[src/rtl/tdm_demux_pkg.sv]
// Shared definitions for the TDM demultiplexer and its future transmit-side counterpart.
//   tdm_state_e   : framing state (StHunt = unframed, StRecv = framed)
//   DefaultNumCh  : default number of channels per frame
//   DefaultSlotW  : default bits per channel slot
package tdm_demux_pkg;

   typedef enum logic {
      StHunt = 1'b0,
      StRecv = 1'b1
   } tdm_state_e;

   localparam int unsigned DefaultNumCh = 4;
   localparam int unsigned DefaultSlotW = 8;

endpackage

[src/rtl/sipo_shift.sv]
// Serial-in parallel-out shift register, MSB first.
//   clk_in      : clock
//   rst_n_in    : asynchronous active-low reset, clears the register
//   shift_en_in : shift d_in into bit 0 this edge
//   clr_in      : clear the register; combined with shift_en_in the result is {0.., d_in}
//   d_in        : serial data
//   q_out       : register contents
module sipo_shift import tdm_demux_pkg::*; #(
   parameter int unsigned SLOT_W = DefaultSlotW
) (
   input  logic              clk_in,
   input  logic              rst_n_in,
   input  logic              shift_en_in,
   input  logic              clr_in,
   input  logic              d_in,
   output logic [SLOT_W-1:0] q_out
);

   logic [SLOT_W-1:0] q_q, q_d;

   always_comb begin
      q_d = q_q;
      if (clr_in) begin
         q_d = '0;
      end
      if (shift_en_in) begin
         q_d = {q_d[SLOT_W-2:0], d_in};
      end
   end

   always_ff @(posedge clk_in or negedge rst_n_in) begin
      if (!rst_n_in) begin
         q_q <= '0;
      end else begin
         q_q <= q_d;
      end
   end

   assign q_out = q_q;

endmodule

[src/rtl/tdm_demux.sv]
// TDM serial stream demultiplexer: recovers NUM_CH slots of SLOT_W bits from a framed
// serial stream into per-channel holding registers.
//   clk_in         : clock
//   rst_n_in       : asynchronous active-low reset
//   en_in          : bit strobe; inputs are sampled only when high
//   sdata_in       : serial data, MSB first, channel 0 first
//   fsync_in       : frame sync, marks the MSB of channel 0
//   data_out       : channel k at [k*SLOT_W +: SLOT_W], held until overwritten
//   valid_out      : one-cycle pulse on bit k when channel k updates
//   frame_done_out : one-cycle pulse when the last channel updates
//   sync_err_out   : one-cycle pulse on a missing or early frame sync
//   locked_out     : high while framed
module tdm_demux import tdm_demux_pkg::*; #(
   parameter int unsigned NUM_CH = DefaultNumCh,
   parameter int unsigned SLOT_W = DefaultSlotW
) (
   input  logic                     clk_in,
   input  logic                     rst_n_in,
   input  logic                     en_in,
   input  logic                     sdata_in,
   input  logic                     fsync_in,
   output logic [NUM_CH*SLOT_W-1:0] data_out,
   output logic [NUM_CH-1:0]        valid_out,
   output logic                     frame_done_out,
   output logic                     sync_err_out,
   output logic                     locked_out
);

   localparam int unsigned BitCntW = (SLOT_W > 1) ? $clog2(SLOT_W) : 1;
   localparam int unsigned ChCntW  = (NUM_CH > 1) ? $clog2(NUM_CH) : 1;
   localparam logic [BitCntW-1:0] LastBit = BitCntW'(SLOT_W - 1);
   localparam logic [ChCntW-1:0]  LastCh  = ChCntW'(NUM_CH - 1);

   tdm_state_e                state_q, state_d;
   logic [BitCntW-1:0]        bit_cnt_q, bit_cnt_d;
   logic [ChCntW-1:0]         ch_cnt_q, ch_cnt_d;
   logic [NUM_CH*SLOT_W-1:0]  data_q, data_d;
   logic [NUM_CH-1:0]         valid_q, valid_d;
   logic                      frame_done_q, frame_done_d;
   logic                      sync_err_q, sync_err_d;
   logic                      shift_en, shift_clr;
   logic [SLOT_W-1:0]         sipo_q;
   logic [SLOT_W-1:0]         word;
   logic                      unused_sipo_msb;

   sipo_shift #(
      .SLOT_W (SLOT_W)
   ) u_sipo (
      .clk_in      (clk_in),
      .rst_n_in    (rst_n_in),
      .shift_en_in (shift_en),
      .clr_in      (shift_clr),
      .d_in        (sdata_in),
      .q_out       (sipo_q)
   );

   // The LSB is still on sdata_in when the word completes, so the stored word is taken
   // from the register's lower bits plus the live input; the register MSB is never needed.
   assign word            = {sipo_q[SLOT_W-2:0], sdata_in};
   assign unused_sipo_msb = sipo_q[SLOT_W-1];

   always_comb begin
      state_d      = state_q;
      bit_cnt_d    = bit_cnt_q;
      ch_cnt_d     = ch_cnt_q;
      data_d       = data_q;
      valid_d      = '0;
      frame_done_d = 1'b0;
      sync_err_d   = 1'b0;
      shift_en     = 1'b0;
      shift_clr    = 1'b0;

      if (en_in) begin
         unique case (state_q)
            StHunt: begin
               if (fsync_in) begin
                  shift_en  = 1'b1;
                  shift_clr = 1'b1;
                  bit_cnt_d = BitCntW'(1);
                  ch_cnt_d  = '0;
                  state_d   = StRecv;
               end
            end
            StRecv: begin
               if (bit_cnt_q == '0 && ch_cnt_q == '0 && !fsync_in) begin
                  // Sync missing at frame start: drop the bit and go re-hunt.
                  sync_err_d = 1'b1;
                  state_d    = StHunt;
               end else if (fsync_in) begin
                  // Sync anywhere restarts channel 0; only off frame start is it an error.
                  sync_err_d = (bit_cnt_q != '0) || (ch_cnt_q != '0);
                  shift_en   = 1'b1;
                  shift_clr  = 1'b1;
                  bit_cnt_d  = BitCntW'(1);
                  ch_cnt_d   = '0;
               end else begin
                  shift_en = 1'b1;
                  if (bit_cnt_q == LastBit) begin
                     bit_cnt_d = '0;
                     for (int unsigned k = 0; k < NUM_CH; k++) begin
                        if (ch_cnt_q == ChCntW'(k)) begin
                           data_d[k*SLOT_W +: SLOT_W] = word;
                           valid_d[k]                 = 1'b1;
                        end
                     end
                     frame_done_d = (ch_cnt_q == LastCh);
                     ch_cnt_d     = (ch_cnt_q == LastCh) ? '0 : ch_cnt_q + ChCntW'(1);
                  end else begin
                     bit_cnt_d = bit_cnt_q + BitCntW'(1);
                  end
               end
            end
            default: state_d = StHunt;
         endcase
      end
   end

   always_ff @(posedge clk_in or negedge rst_n_in) begin
      if (!rst_n_in) begin
         state_q      <= StHunt;
         bit_cnt_q    <= '0;
         ch_cnt_q     <= '0;
         data_q       <= '0;
         valid_q      <= '0;
         frame_done_q <= 1'b0;
         sync_err_q   <= 1'b0;
      end else begin
         state_q      <= state_d;
         bit_cnt_q    <= bit_cnt_d;
         ch_cnt_q     <= ch_cnt_d;
         data_q       <= data_d;
         valid_q      <= valid_d;
         frame_done_q <= frame_done_d;
         sync_err_q   <= sync_err_d;
      end
   end

   assign data_out       = data_q;
   assign valid_out      = valid_q;
   assign frame_done_out = frame_done_q;
   assign sync_err_out   = sync_err_q;
   assign locked_out     = (state_q == StRecv);

endmodule

[config.mk]
export PLATFORM = sky130hd
export DESIGN_NAME = tdm_demux
export DESIGN_NICKNAME = d
export VERILOG_FILES = /design/src/rtl/tdm_demux_pkg.sv /design/src/rtl/sipo_shift.sv /design/src/rtl/tdm_demux.sv
export SDC_FILE = /design/constraint.sdc
export NUM_CORES = 1
export LEC_CHECK = 0
export BUFFER_PORTS_ARGS = -buffer_cell sky130_fd_sc_hd__buf_2
export CAP_MARGIN = 20
export CORE_MARGIN = 2
export CORE_UTILIZATION = 50
export DETAILED_ROUTE_END_ITERATION = 6
export GPL_ROUTABILITY_DRIVEN = 0
export HOLD_SLACK_MARGIN = 0.02
export MAX_ROUTING_LAYER = met4
export PLACE_DENSITY_LB_ADDON = 0.2
export SKIP_CTS_REPAIR_TIMING = 1
export SLEW_MARGIN = 15
export SYNTH_ARGS = -nofsm -noshare
export SYNTH_HDL_FRONTEND = slang
export SYNTH_SLANG_ARGS = --single-unit
[constraint.sdc]
create_clock -name clk_in -period 3.27 [get_ports clk_in]
set_clock_uncertainty 0.2 [all_clocks]
set_input_delay 0.1635 -clock clk_in [delete_from_list [all_inputs] [get_ports clk_in]]
set_output_delay 0.1635 -clock clk_in [all_outputs]
set_load 0.005 [all_outputs]
==> results of run 1 <==
## synth_stat cells (all sizes together)
master | instances | area [sq um]
a21bo | 2 | 20.0
a21o | 1 | 7.51
a21oi | 2 | 10.0
a22o | 3 | 26.3
a22oi | 7 | 52.6
a31oi | 1 | 6.26
a32o | 1 | 10.0
and2 | 4 | 25.0
and3 | 1 | 6.26
and3b | 1 | 8.76
and4 | 1 | 8.76
buf | 4 | 25.0
clkbuf | 3 | 11.3
dfrtp | 50 | 1250
ha | 10 | 125
inv | 15 | 56.3
mux2 | 32 | 360
nand2 | 6 | 52.6
nand2b | 1 | 6.26
nand3 | 1 | 5.00
nor2 | 1 | 3.75
nor2b | 1 | 6.26
nor4b | 1 | 15.0
nor4bb | 1 | 10.0
o21ai | 3 | 15.0
o22ai | 6 | 37.5
o32a | 1 | 10.0
o32ai | 1 | 8.76
or2 | 1 | 6.26
## logic make-up after synthesis
family / count (synthesis) / synth area share (%)
AO/OA/AOI/OAI: 28 / 9.33
adder cells (fa/ha/maj): 10 / 5.72
multiplexers: 32 / 16.5
AND/OR/NAND/NOR: 20 / 7.04
buffers and inverters: 22 / 4.23
flip-flops: 50 / 57.2
## final timing paths
kind                        startpoint               to  depth (start not counted)
min in group asynchronous     rst_n_in      data_out[9]                          2
min                           fsync_in  u_sipo.q_out[3]                          2
max                        ch_cnt_q[0]     data_out[15]                          7
max in group asynchronous     rst_n_in      data_out[6]                          2
max reg2reg                ch_cnt_q[0]     data_out[15]                          7
min reg2reg                data_out[7]      data_out[7]                          1
## worst max-delay path: stages, from the launching register on
cell                      delay, ns
sky130_fd_sc_hd__dfrtp_1       0.43
sky130_fd_sc_hd__inv_1         0.09
sky130_fd_sc_hd__ha_1          0.26
sky130_fd_sc_hd__nand3_1       0.13
sky130_fd_sc_hd__ha_1          0.14
sky130_fd_sc_hd__and4_1        0.44
sky130_fd_sc_hd__nand2_4       0.18
sky130_fd_sc_hd__mux2_1        0.34
## power breakdown
part	switching [mW]	internal, mW	total (mW)	leakage, nW
clock network	0.176	0.148	0.324	0.0383
logic	0.164	0.137	0.301	0.709
registers	0.0819	0.684	0.766	0.684
## registers in the layout (all words and copies together) (netlist names)
register	cells
locked_out	1
ch_cnt_q	2
frame_done_out	1
data_out	32
bit_cnt_q	3
u_sipo.q_out	7
sync_err_out	1
valid_out	3
## stage by stage
stage	cells	worst slack [ns]	hold slack, ns
floorplan	162	1.17	-0.332
global placement	250	1.04	0.201
detailed placement	250	0.966	0.228
CTS	257	0.936	-0.0910
global route	259	0.803	0.0658
finish	259	0.950	0.0617
## layer usage
layer	up-vias	wire length [um]	GRT usage, %
li1	657	-	-
met5	-	0	-
met2	36	2120	31.2
met1	708	1810	25.2
met3	4	161	3.75
met4	0	52	5.56
## final cells by class
cell class,instances,area [sq um],share of cell area (%)
repair buffers,45,238,9.40
flip-flops and latches,50,1250,49.5
well taps,52,65.1,2.57
multi-input cells,90,843,33.3
inverters,15,56.3,2.23
clock buffers,7,76.3,3.02
## cells in the final DEF, fill, tap and decap left out, drive strengths merged, types with 2 or more instances in the layout
cell,n
a22o,3
and2,4
nand2,6
dlygate4sd3,2
a21oi,2
o21ai,3
ha,10
mux2,32
inv,15
buf,43
a21bo,2
clkbuf,7
a22oi,7
dfrtp,50
o22ai,6
==> summary.md, run 1 <==
| Metric | Value |
|---|---|
| Lkg Pwr | between 1 and 1.5 nW |
| Drt via density | roughly 5.4 |
| Number of storage elements in the synthesis netlist | 50 |
| Routed Wire Length | ~4100 um |
| Fraction of final layout cells sized beyond drive strength 1 | between 40 and 50% |
| Post-route design area | around 2500 sq um |
| CTS sink cnt | 50 |
| Mean Syn Cell Area | around 14 sq um |
| Measured slew at the worst slew-check pin | approximately 0.61 ns |
| Power per unit of standard cell area | around 550 nW/um^2 |
| Max-slew violations | 0 |
| Width of the die | roughly 70 um |
| Antenna Nets Post-Route | 0 |
| Capturing element type of the critical path | flip-flop |
| Setup TNS after final layout | 0 ns |
| Total global routing overflow | 0 |
| Number of inserted filler cells in the final layout | about 390 |
| CTS tree | done |
| Count of distinct cell types in the synthesized netlist | 32 |
| Cell area after placement | 2430 sq um |
| Highest Clock Rate | ~0.43 GHz |
| Netlist area before placement | around 2200 sq um |
| Fraction of the yosys area taken by sequential cells | 57.2% |
| Largest net degree at the start of global routing | a little over 50 |
| Initial Utilization | between 50% and 60% |
| Buffer cell driving the clock tree root | sky130_fd_sc_hd__clkbuf_8 |
| Setup violation total in the final timing report | 0 |
| Routed len/inst | roughly 16 um |
| Relative area change from synthesis to final layout | 15.7% |
| Flop-to-flop setup slack | ~0.95 ns |
| Vias in the first global route | ~1400 |
| Number of instances in the synthesized netlist | between 150 and 200 |
| CP Data Required Time | between 3 and 4 ns |
| Wire length of the first global-routing pass | about 7300 um |
| Clock insertion delay at the later pin of the skew report | 0.28 ns |
| H-Tree Level Count | 2 |
| Die Footprint | just under 5000 sq um |
| Max clock buf depth | 2 |
| Unrepaired setup endpoints after global routing | false |
| Post-DP HPWL | just under 3000 um |
| Number of vias after detailed routing | around 1400 |
| Clock-pin slew reported for the worst setup and hold paths after clock tree synthesis | 0.08 ns |
| Final worst path period share | around 70% |
| Final Power | 1.39 mW |
| Num ports | 44 |
| Inserted Clock Buffers | 5 |
| Cell row count | 24 |
| Worst voltage drop across the vdd grid | approximately 0.41 mV |
| Fin nets | 222 |
| Tmin final | approximately 2.3 ns |
| Number of endpoints with negative hold slack in the final report | 0 |
| Remaining routing DRC violations | 0 |
| Kind of start point of the critical path | flip-flop |
| Synth Warn # | 0 |
| Slew margin rel. | about three fifths |
| Critical path class | reg -> reg |
| HP Class | in -> reg |
| Total track usage | between 15 and 20% |
| PortBufs | 43 |
| Final core occ | roughly three fifths |
| Number of maximum-capacitance violations | 0 |
| Synthesized netlist net count | approximately 180 |
| Diode insertion count for antenna repair | 0 |
| Status | complete, no violations |
| Worst-path maximum fanout | 8 |
| Crit path arrival time | approximately 2.3 ns |
| Number of DRC violations after detailed-routing iteration 0 | 50 |
| Initial antenna violation count | 0 |
| Initial DRT Pass Iterations | 6 |
| Core area | around 4300 sq um |
| Vert. Die Dim | 70.1 um |
No activity file was read; power rests on OpenSTA's default activity.
==> run 2: changes to the inputs <==
--- a/config.mk
+++ b/config.mk
@@ -5,6 +5,7 @@
 export SDC_FILE = /design/constraint.sdc
 export NUM_CORES = 1
 export LEC_CHECK = 0
+export ABC_AREA = 1
 export BUFFER_PORTS_ARGS = -buffer_cell sky130_fd_sc_hd__buf_2
 export CAP_MARGIN = 20
 export CORE_MARGIN = 2
==> constraint.sdc (replaced) <==
create_clock -name clk_in -period 2.3 [get_ports clk_in]
set_clock_uncertainty 0.2 [all_clocks]
set_input_delay 0.115 -clock clk_in [delete_from_list [all_inputs] [get_ports clk_in]]
set_output_delay 0.115 -clock clk_in [all_outputs]
set_load 0.005 [all_outputs]
==> run 2 against run 1 <==
Compared with the run above: the flow now finishes with violations (negative hold slack); critical path depth up 4; power up 41%; global-route usage down 0.78 points; sequential power up 33%; maximum frequency up 11%; utilization up 0.12 points; hold slack worse by 0.073 ns; sequential cell count unchanged; wire length about the same; worst setup slack worse by 0.75 ns; critical endpoint is now data_out[7]; largest power group unchanged; highest routed layer unchanged.
==> summary.md, run 2 <==
| Metric | Value |
|---|---|
| Status | finished, violations left (was complete, no violations) |
| Violations in the final reports | negative hold slack |
| Number of storage elements in the synthesis netlist | 50 (unchanged) |
| Fraction of the yosys area taken by sequential cells | 56.9% (was 57.2%) |
| Routed Wire Length | 4140 um (was 4150 um) |
| CTS sink cnt | 50 (unchanged) |
| Largest net degree at the start of global routing | 28 (was 51) |
| Setup TNS after final layout | 0 ns (unchanged) |
| Max clock buf depth | 2 (unchanged) |
| Highest Clock Rate | 0.477 GHz (was 0.431 GHz) |
| Buffer cell driving the clock tree root | sky130_fd_sc_hd__clkbuf_8 (unchanged) |
| Cell taking the most area after synthesis | sky130_fd_sc_hd__dfrtp_1 (unchanged) |
| Power per unit of standard cell area | 775 nW/um^2 (was 550 nW/um^2) |
| Critical path class | reg -> reg (unchanged) |
| Measured slew at the worst slew-check pin | 0.586 ns (was 0.613 ns) |
| Setup WS post-layout | 0.203 ns (was 0.950 ns) |
| Number of flip-flops in the largest register | 32 (unchanged) |
| Core area | 4290 sq um (unchanged) |
| Number of vias after detailed routing | 1586 (was 1405) |
| Clock-pin slew reported for the worst setup and hold paths after clock tree synthesis | 0.10 ns (was 0.08 ns) |
| Post-DP HPWL | 3020 um (was 2890 um) |
| Cell row count | 24 (unchanged) |
| Internal power | 1.32 mW (was 968 uW) |
| Max-slew violations | 0 (unchanged) |
| Total global routing overflow | 0 (unchanged) |
| Cell area after placement | 2430 sq um (about the same) |
| Part of the total power dissipated in sequential elements | 51.7% (was 55.1%) |
| Netlist area before placement | 2200 sq um (was 2190 sq um) |
| Proportion of synthesized flip-flops having asynchronous set or reset | 100% (unchanged) |
| Worst-path maximum fanout | 16 (was 8) |
| Portion of total power attributed to combinational logic | 22.9% (was 21.6%) |
| Proportion of total power due to net switching | 33.0% (was 30.4%) |
| Post-synth EDFFs | 0 (unchanged) |
| Fin nets | 292 (was 222) |
| Final non-filler cell total | 330 (was 259) |
| Psw | 648 uW (was 422 uW) |
| Number of instances in the synthesized netlist | 229 (was 162) |
| Initial antenna violation count | 0 (unchanged) |
| Total track usage | 18.6% (was 19.3%) |
| Most common cell in the synthesized netlist | sky130_fd_sc_hd__nand2_1 (was sky130_fd_sc_hd__dfrtp_1) |
| Die Footprint | 4940 sq um (was 4920 sq um) |
| Unrepaired setup endpoints after global routing | false (unchanged) |
| Initial Utilization | 51.2% (was 50.9%) |
| Number of maximum-capacitance violations | 0 (unchanged) |
| Width of the die | 70.3 um (was 70.1 um) |
| Primary FF master, synth | sky130_fd_sc_hd__dfrtp_1 (unchanged) |
| HP Class | in -> reg (unchanged) |
| Synth Warn # | 0 (unchanged) |
| Final worst hold slack | -0.0117 ns (was 0.0617 ns) |
| Relative area change from synthesis to final layout | 15.4% (was 15.7%) |
| Commonest non-fill, non-tap cell in the layout | sky130_fd_sc_hd__nand2_1 (was sky130_fd_sc_hd__dfrtp_1) |
| Largest cells by area after synthesis | sky130_fd_sc_hd__dfrtp_1, sky130_fd_sc_hd__nand2_1, sky130_fd_sc_hd__ha_1 (was sky130_fd_sc_hd__dfrtp_1, sky130_fd_sc_hd__mux2_2, sky130_fd_sc_hd__ha_1) |
| Kind of start point of the critical path | flip-flop (unchanged) |
| Flop-to-flop setup slack | 0.20 ns (was 0.95 ns) |
| Number of cells in the design after placement | 320 (was 250) |
| Antenna Nets Post-Route | 0 (unchanged) |
| Minimum setup slack after placement | 0.230 ns (was 0.966 ns) |
| Post-route design area | 2530 sq um (about the same) |
| CTS tree | done (unchanged) |
| Synth top area share | 56.9% (was 57.2%) |
| Capturing element type of the critical path | flip-flop (unchanged) |
| Remaining routing DRC violations | 0 (unchanged) |
| Crit path arrival time | 2.12 ns (was 2.29 ns) |
| Setup violation total in the final timing report | 0 (unchanged) |
| Tmin final | 2.10 ns (was 2.32 ns) |
| Synthesized netlist net count | 244 (was 177) |
| H-Tree Level Count | 2 (unchanged) |
| Clock network fraction of design power | 25.4% (was 23.3%) |
| Slew margin rel. | 61.0% (was 59.1%) |
| Final worst path period share | 91.2% (was 70.9%) |
| Routed len/inst | 12.6 um (was 16.0 um) |
| Number of DRC violations after detailed-routing iteration 0 | 148 (was 50) |
| Number of endpoints with negative hold slack in the final report | 3 (was 0) |
| PortBufs | 43 (unchanged) |
| Vias in the first global route | 1442 (was 1444) |
| Mean Syn Cell Area | 9.59 sq um (was 13.5 sq um) |
| Count of distinct cell types in the synthesized netlist | 15 (was 32) |
| CP Data Required Time | 2.32 ns (was 3.24 ns) |
| Vert. Die Dim | 70.3 um (was 70.1 um) |
| Drt via density | 4.81 (was 5.42) |
| Num ports | 44 (unchanged) |
| Fraction of final layout cells sized beyond drive strength 1 | 24.8% (was 40.1%) |
| Diode insertion count for antenna repair | 0 (unchanged) |
| Commonest non-fill, non-tap cells in the layout | sky130_fd_sc_hd__nand2_1, sky130_fd_sc_hd__dfrtp_1, sky130_fd_sc_hd__buf_2, sky130_fd_sc_hd__inv_1, sky130_fd_sc_hd__o21ai_1 (was sky130_fd_sc_hd__dfrtp_1, sky130_fd_sc_hd__buf_2, sky130_fd_sc_hd__mux2_2, sky130_fd_sc_hd__inv_1, sky130_fd_sc_hd__ha_1) |
| Wire length of the first global-routing pass | 6980 um (was 7350 um) |
| Initial DRT Pass Iterations | 6 (unchanged) |
| Clock insertion delay at the later pin of the skew report | 0.30 ns (was 0.28 ns) |
| Lkg Pwr | 1.42 nW (was 1.43 nW) |
| Inserted Clock Buffers | 5 (unchanged) |
| Worst voltage drop across the vdd grid | 0.408 mV (was 0.409 mV) |
| Commonest cells in the synthesized netlist | sky130_fd_sc_hd__nand2_1, sky130_fd_sc_hd__dfrtp_1, sky130_fd_sc_hd__inv_1 (was sky130_fd_sc_hd__dfrtp_1, sky130_fd_sc_hd__mux2_2, sky130_fd_sc_hd__inv_1) |
## run 2: layer usage
metal	vias up	track usage, %	part of all wire (%)
met4	0	6.62	0.53
li1	818	-	-
met3	2	4.18	4.6
met1	725	26.0	50
met2	41	26.6	45
met5	-	-	0
## run 2: power by group through the flow
stage / clock, mW / combinational [mW] / sequential (mW)
floorplan: 0 / 0.335 / 1.02
global placement: 0 / 0.445 / 1.03
detailed placement: 0 / 0.450 / 1.03
CTS: 0.511 / 0.456 / 1.02
global route: 0.550 / 0.524 / 1.03
finish: 0.499 / 0.451 / 1.02
## run 2: stage by stage
stage | utilization [%] | power (mW) | hold slack (ns)
after floorplan | - | 1.36 | -0.381
final | 59.0 | 1.97 | -0.0117
after global placement | 56.6 | 1.48 | -0.0483
after CTS | 58.6 | 1.98 | -0.369
after detailed placement | 56.6 | 1.48 | -0.0431
after global routing | 59.0 | 2.10 | 0.0228
## run 2: kinds of logic (layout without fill, tap and decap cells)
group	after synthesis	after routing	synth area share [%]
fa+ha+maj	10	10	5.69
compound gates	41	41	11.0
buf+inv	33	82	7.52
simple gates	95	95	18.8
flops	50	50	56.9
## run 2: critical path: stages, from the launching register on
cell,delay (ns)
sky130_fd_sc_hd__dfrtp_1,0.42
sky130_fd_sc_hd__inv_1,0.11
sky130_fd_sc_hd__ha_1,0.17
sky130_fd_sc_hd__nand2_1,0.05
sky130_fd_sc_hd__nor2_1,0.17
sky130_fd_sc_hd__inv_1,0.07
sky130_fd_sc_hd__ha_1,0.17
sky130_fd_sc_hd__inv_1,0.13
sky130_fd_sc_hd__nor2_8,0.07
sky130_fd_sc_hd__nand2_2,0.27
sky130_fd_sc_hd__nand2_1,0.11
sky130_fd_sc_hd__o21ai_2,0.07
## run 2: cell type report
type / count / area [sq um]
fill: 394 / 1760
sequential: 50 / 1250
multi-input combinational: 146 / 781
timing repair buffer: 47 / 250
inverter: 27 / 101
clock buffer: 6 / 72.6
tap: 52 / 65.1
clock inverter: 2 / 13.8
## run 2: worst paths after layout
kind	end	start	cells after the start
worst max-delay path	data_out[7]	ch_cnt_q[0]	11
worst min-delay path	data_out[24]	sdata_in	3
worst max register to register	data_out[7]	ch_cnt_q[0]	11
worst min register to register	data_out[4]	data_out[4]	2
max in group asynchronous	data_out[15]	rst_n_in	3
min in group asynchronous	data_out[9]	rst_n_in	2
==> run 3: changes to the inputs <==
--- a/config.mk
+++ b/config.mk
@@ -15,6 +15,7 @@
 export HOLD_SLACK_MARGIN = 0.02
 export MAX_ROUTING_LAYER = met4
 export PLACE_DENSITY_LB_ADDON = 0.2
+export RECOVER_POWER = 25
 export SKIP_CTS_REPAIR_TIMING = 1
 export SLEW_MARGIN = 15
 export SYNTH_ARGS = -nofsm -noshare
==> run 3 against run 2 <==
Compared with the run above: the flow still finishes with violations (negative hold slack); count of clock-buffer cells in the layout is the same; critical path depth is the same; worst setup slack lost 0.0012 ns; global-route usage is the same; register-to-register slack is essentially flat; utilization shrank 0.087 points; wire length is essentially flat; cell count is the same; sequential cell count is the same; clock power is essentially flat.
==> summary.md, run 3 (synthesis gave the netlist of run 2 again) <==
| Metric | Value |
|---|---|
| Flop-to-flop setup slack | 0.20 ns (about the same) |
| Fin nets | 292 (unchanged) |
| Commonest non-fill, non-tap cell in the layout | sky130_fd_sc_hd__nand2_1 (unchanged) |
| Width of the die | 70.3 um (unchanged) |
| Final worst hold slack | -0.0117 ns (unchanged) |
| Num ports | 44 (unchanged) |
| Worst voltage drop across the vdd grid | 0.408 mV (about the same) |
| Status | finished, violations left (unchanged) |
| Number of flip-flops in the largest register | 32 (unchanged) |
| Reg-to-Reg Start | ch_cnt_q[0] (unchanged) |
| Capturing element type of the critical path | flip-flop (unchanged) |
| End point of the most critical hold path | data_out[24] (unchanged) |
| Violations in the final reports | negative hold slack (unchanged) |
| Antenna Nets Post-Route | 0 (unchanged) |
| Initial DRT Pass Iterations | 4 (was 6) |
| HP Class | in -> reg (unchanged) |
| Setup TNS after final layout | 0 ns (unchanged) |
| Worst-path maximum fanout | 16 (unchanged) |
| Number of DRC violations after detailed-routing iteration 0 | 148 (unchanged) |
| Highest Clock Rate | 0.477 GHz (about the same) |
| CTS tree | done (unchanged) |
| Measured slew at the worst slew-check pin | 1.41 ns (was 0.586 ns) |
| CTS sink cnt | 50 (unchanged) |
| Clock insertion delay at the later pin of the skew report | 0.30 ns (about the same) |
| Power per unit of standard cell area | 776 nW/um^2 (was 775 nW/um^2) |
| Number of cells in the design after placement | 320 (unchanged) |
| Max clock buf depth | 2 (unchanged) |
| Wire length of the first global-routing pass | 6980 um (unchanged) |
| Initial Utilization | 51.2% (unchanged) |
| Worst Hold Depth | 3 (unchanged) |
| Max-slew violations | 0 (unchanged) |
| Largest net degree at the start of global routing | 28 (unchanged) |
| Number of maximum-capacitance violations | 0 (unchanged) |
| Critical path class | reg -> reg (unchanged) |
| Vert. Die Dim | 70.3 um (unchanged) |
| Remaining routing DRC violations | 0 (unchanged) |
| Final non-filler cell total | 330 (unchanged) |
| Setup violation total in the final timing report | 0 (unchanged) |
| Number of inserted filler cells in the final layout | 395 (was 394) |
| Buffer cell driving the clock tree root | sky130_fd_sc_hd__clkbuf_8 (unchanged) |
| R2R cell count | 11 (unchanged) |
| Number of endpoints with negative hold slack in the final report | 3 (unchanged) |
| Kind of start point of the critical path | flip-flop (unchanged) |
| Routed Wire Length | 4150 um (was 4140 um) |
| Cell row count | 24 (unchanged) |
| Commonest non-fill, non-tap cells in the layout | sky130_fd_sc_hd__nand2_1, sky130_fd_sc_hd__dfrtp_1, sky130_fd_sc_hd__buf_2, sky130_fd_sc_hd__inv_1, sky130_fd_sc_hd__o21ai_1 (unchanged) |
| FF-to-FF End | data_out[7] (unchanged) |
| Clock-pin slew reported for the worst setup and hold paths after clock tree synthesis | 0.10 ns (about the same) |
| Tmin final | 2.10 ns (about the same) |
| Initial antenna violation count | 0 (unchanged) |
| Inserted Clock Buffers | 5 (unchanged) |
| Number of vias after detailed routing | 1586 (unchanged) |
| Source of the worst hold timing path | sdata_in (unchanged) |
| Die Footprint | 4940 sq um (unchanged) |
| Total global routing overflow | 0 (unchanged) |
| Fraction of final layout cells sized beyond drive strength 1 | 23.7% (was 24.8%) |
| H-Tree Level Count | 2 (unchanged) |
| Routed len/inst | 12.6 um (about the same) |
| Unrepaired setup endpoints after global routing | false (unchanged) |
| Crit path from | ch_cnt_q[0] (unchanged) |
| Diode insertion count for antenna repair | 0 (unchanged) |
| Slew margin rel. | 6.03% (was 61.0%) |
| Final worst path period share | 91.2% (about the same) |
| Core area | 4290 sq um (unchanged) |
| Drt via density | 4.81 (unchanged) |
| Crit path arrival time | 2.12 ns (about the same) |
| CP Data Required Time | 2.32 ns (about the same) |
| Post-DP HPWL | 3020 um (unchanged) |
| Vias in the first global route | 1442 (unchanged) |
| Relative area change from synthesis to final layout | 15.2% (was 15.4%) |
| Total track usage | 18.6% (unchanged) |
| Lkg Pwr | 1.41 nW (was 1.42 nW) |
| PortBufs | 43 (unchanged) |
## run 3: cell count changes in the layout (fill, tap and decap cells not counted)
cell,delta
sky130_fd_sc_hd__clkbuf_1,+3
sky130_fd_sc_hd__buf_2,-3
## run 3: worst max-delay path by stage
stage | end | slack (ns) | cells past startpoint
after global routing | locked_out | 0.006 | 8
after floorplan | data_out[4] | 0.41 | 12
after CTS | data_out[7] | 0.20 | 11
after global placement | data_out[7] | 0.28 | 11
final | data_out[7] | 0.20 | 11
after detailed placement | data_out[7] | 0.23 | 11
## run 3: area by class of cell
type                            instances  area [sq um]  area share [%]
Clock buffer                            6          72.6            2.87
Tap cell                               52          65.1            2.57
Timing Repair Buffer                   47           246            9.74
Inverter                               27           101            4.00
Sequential cell                        50          1250            49.4
Clock inverter                          2          13.8           0.544
Multi-Input combinational cell        146           781            30.8
## run 3: metrics by stage
stage	utilization, %	instance area (sq um)	power, mW	hold WS [ns]	setup slack (ns)
6_report	58.9	2530	1.97	-0.0117	0.202
5_1_grt	58.9	2530	2.10	0.0228	0.00557
4_1_cts	58.6	2510	1.98	-0.369	0.197
3_5_place_dp	56.6	2430	1.48	-0.0431	0.230
3_3_place_gp	56.6	2430	1.48	-0.0483	0.282
2_1_floorplan	-	2200	1.36	-0.381	0.413
## run 3: report_power, final
group	total, mW	internal, mW	switching [mW]
sequential	1.02	0.956	0.0602
combinational	0.451	0.146	0.304
clock	0.499	0.215	0.284
total	1.97	1.32	0.648
## run 3: layer usage
metal  up-vias  share of wire (%)  track usage, %
met5         -                  0               -
li1        818                  -               -
met3         2                4.6            4.18
met1       725                 50            26.0
met4         0               0.53            6.62
met2        41                 45            26.6
## run 3: critical path, stage by stage (launching register included)
cell and delay, ns:
sky130_fd_sc_hd__dfrtp_1 0.42, sky130_fd_sc_hd__inv_1 0.11, sky130_fd_sc_hd__ha_1 0.17, sky130_fd_sc_hd__nand2_1 0.05, sky130_fd_sc_hd__nor2_1 0.17, sky130_fd_sc_hd__inv_1 0.07, sky130_fd_sc_hd__ha_1 0.17, sky130_fd_sc_hd__inv_1 0.13
sky130_fd_sc_hd__nor2_8 0.07, sky130_fd_sc_hd__nand2_2 0.27, sky130_fd_sc_hd__nand2_1 0.11, sky130_fd_sc_hd__o21ai_2 0.07
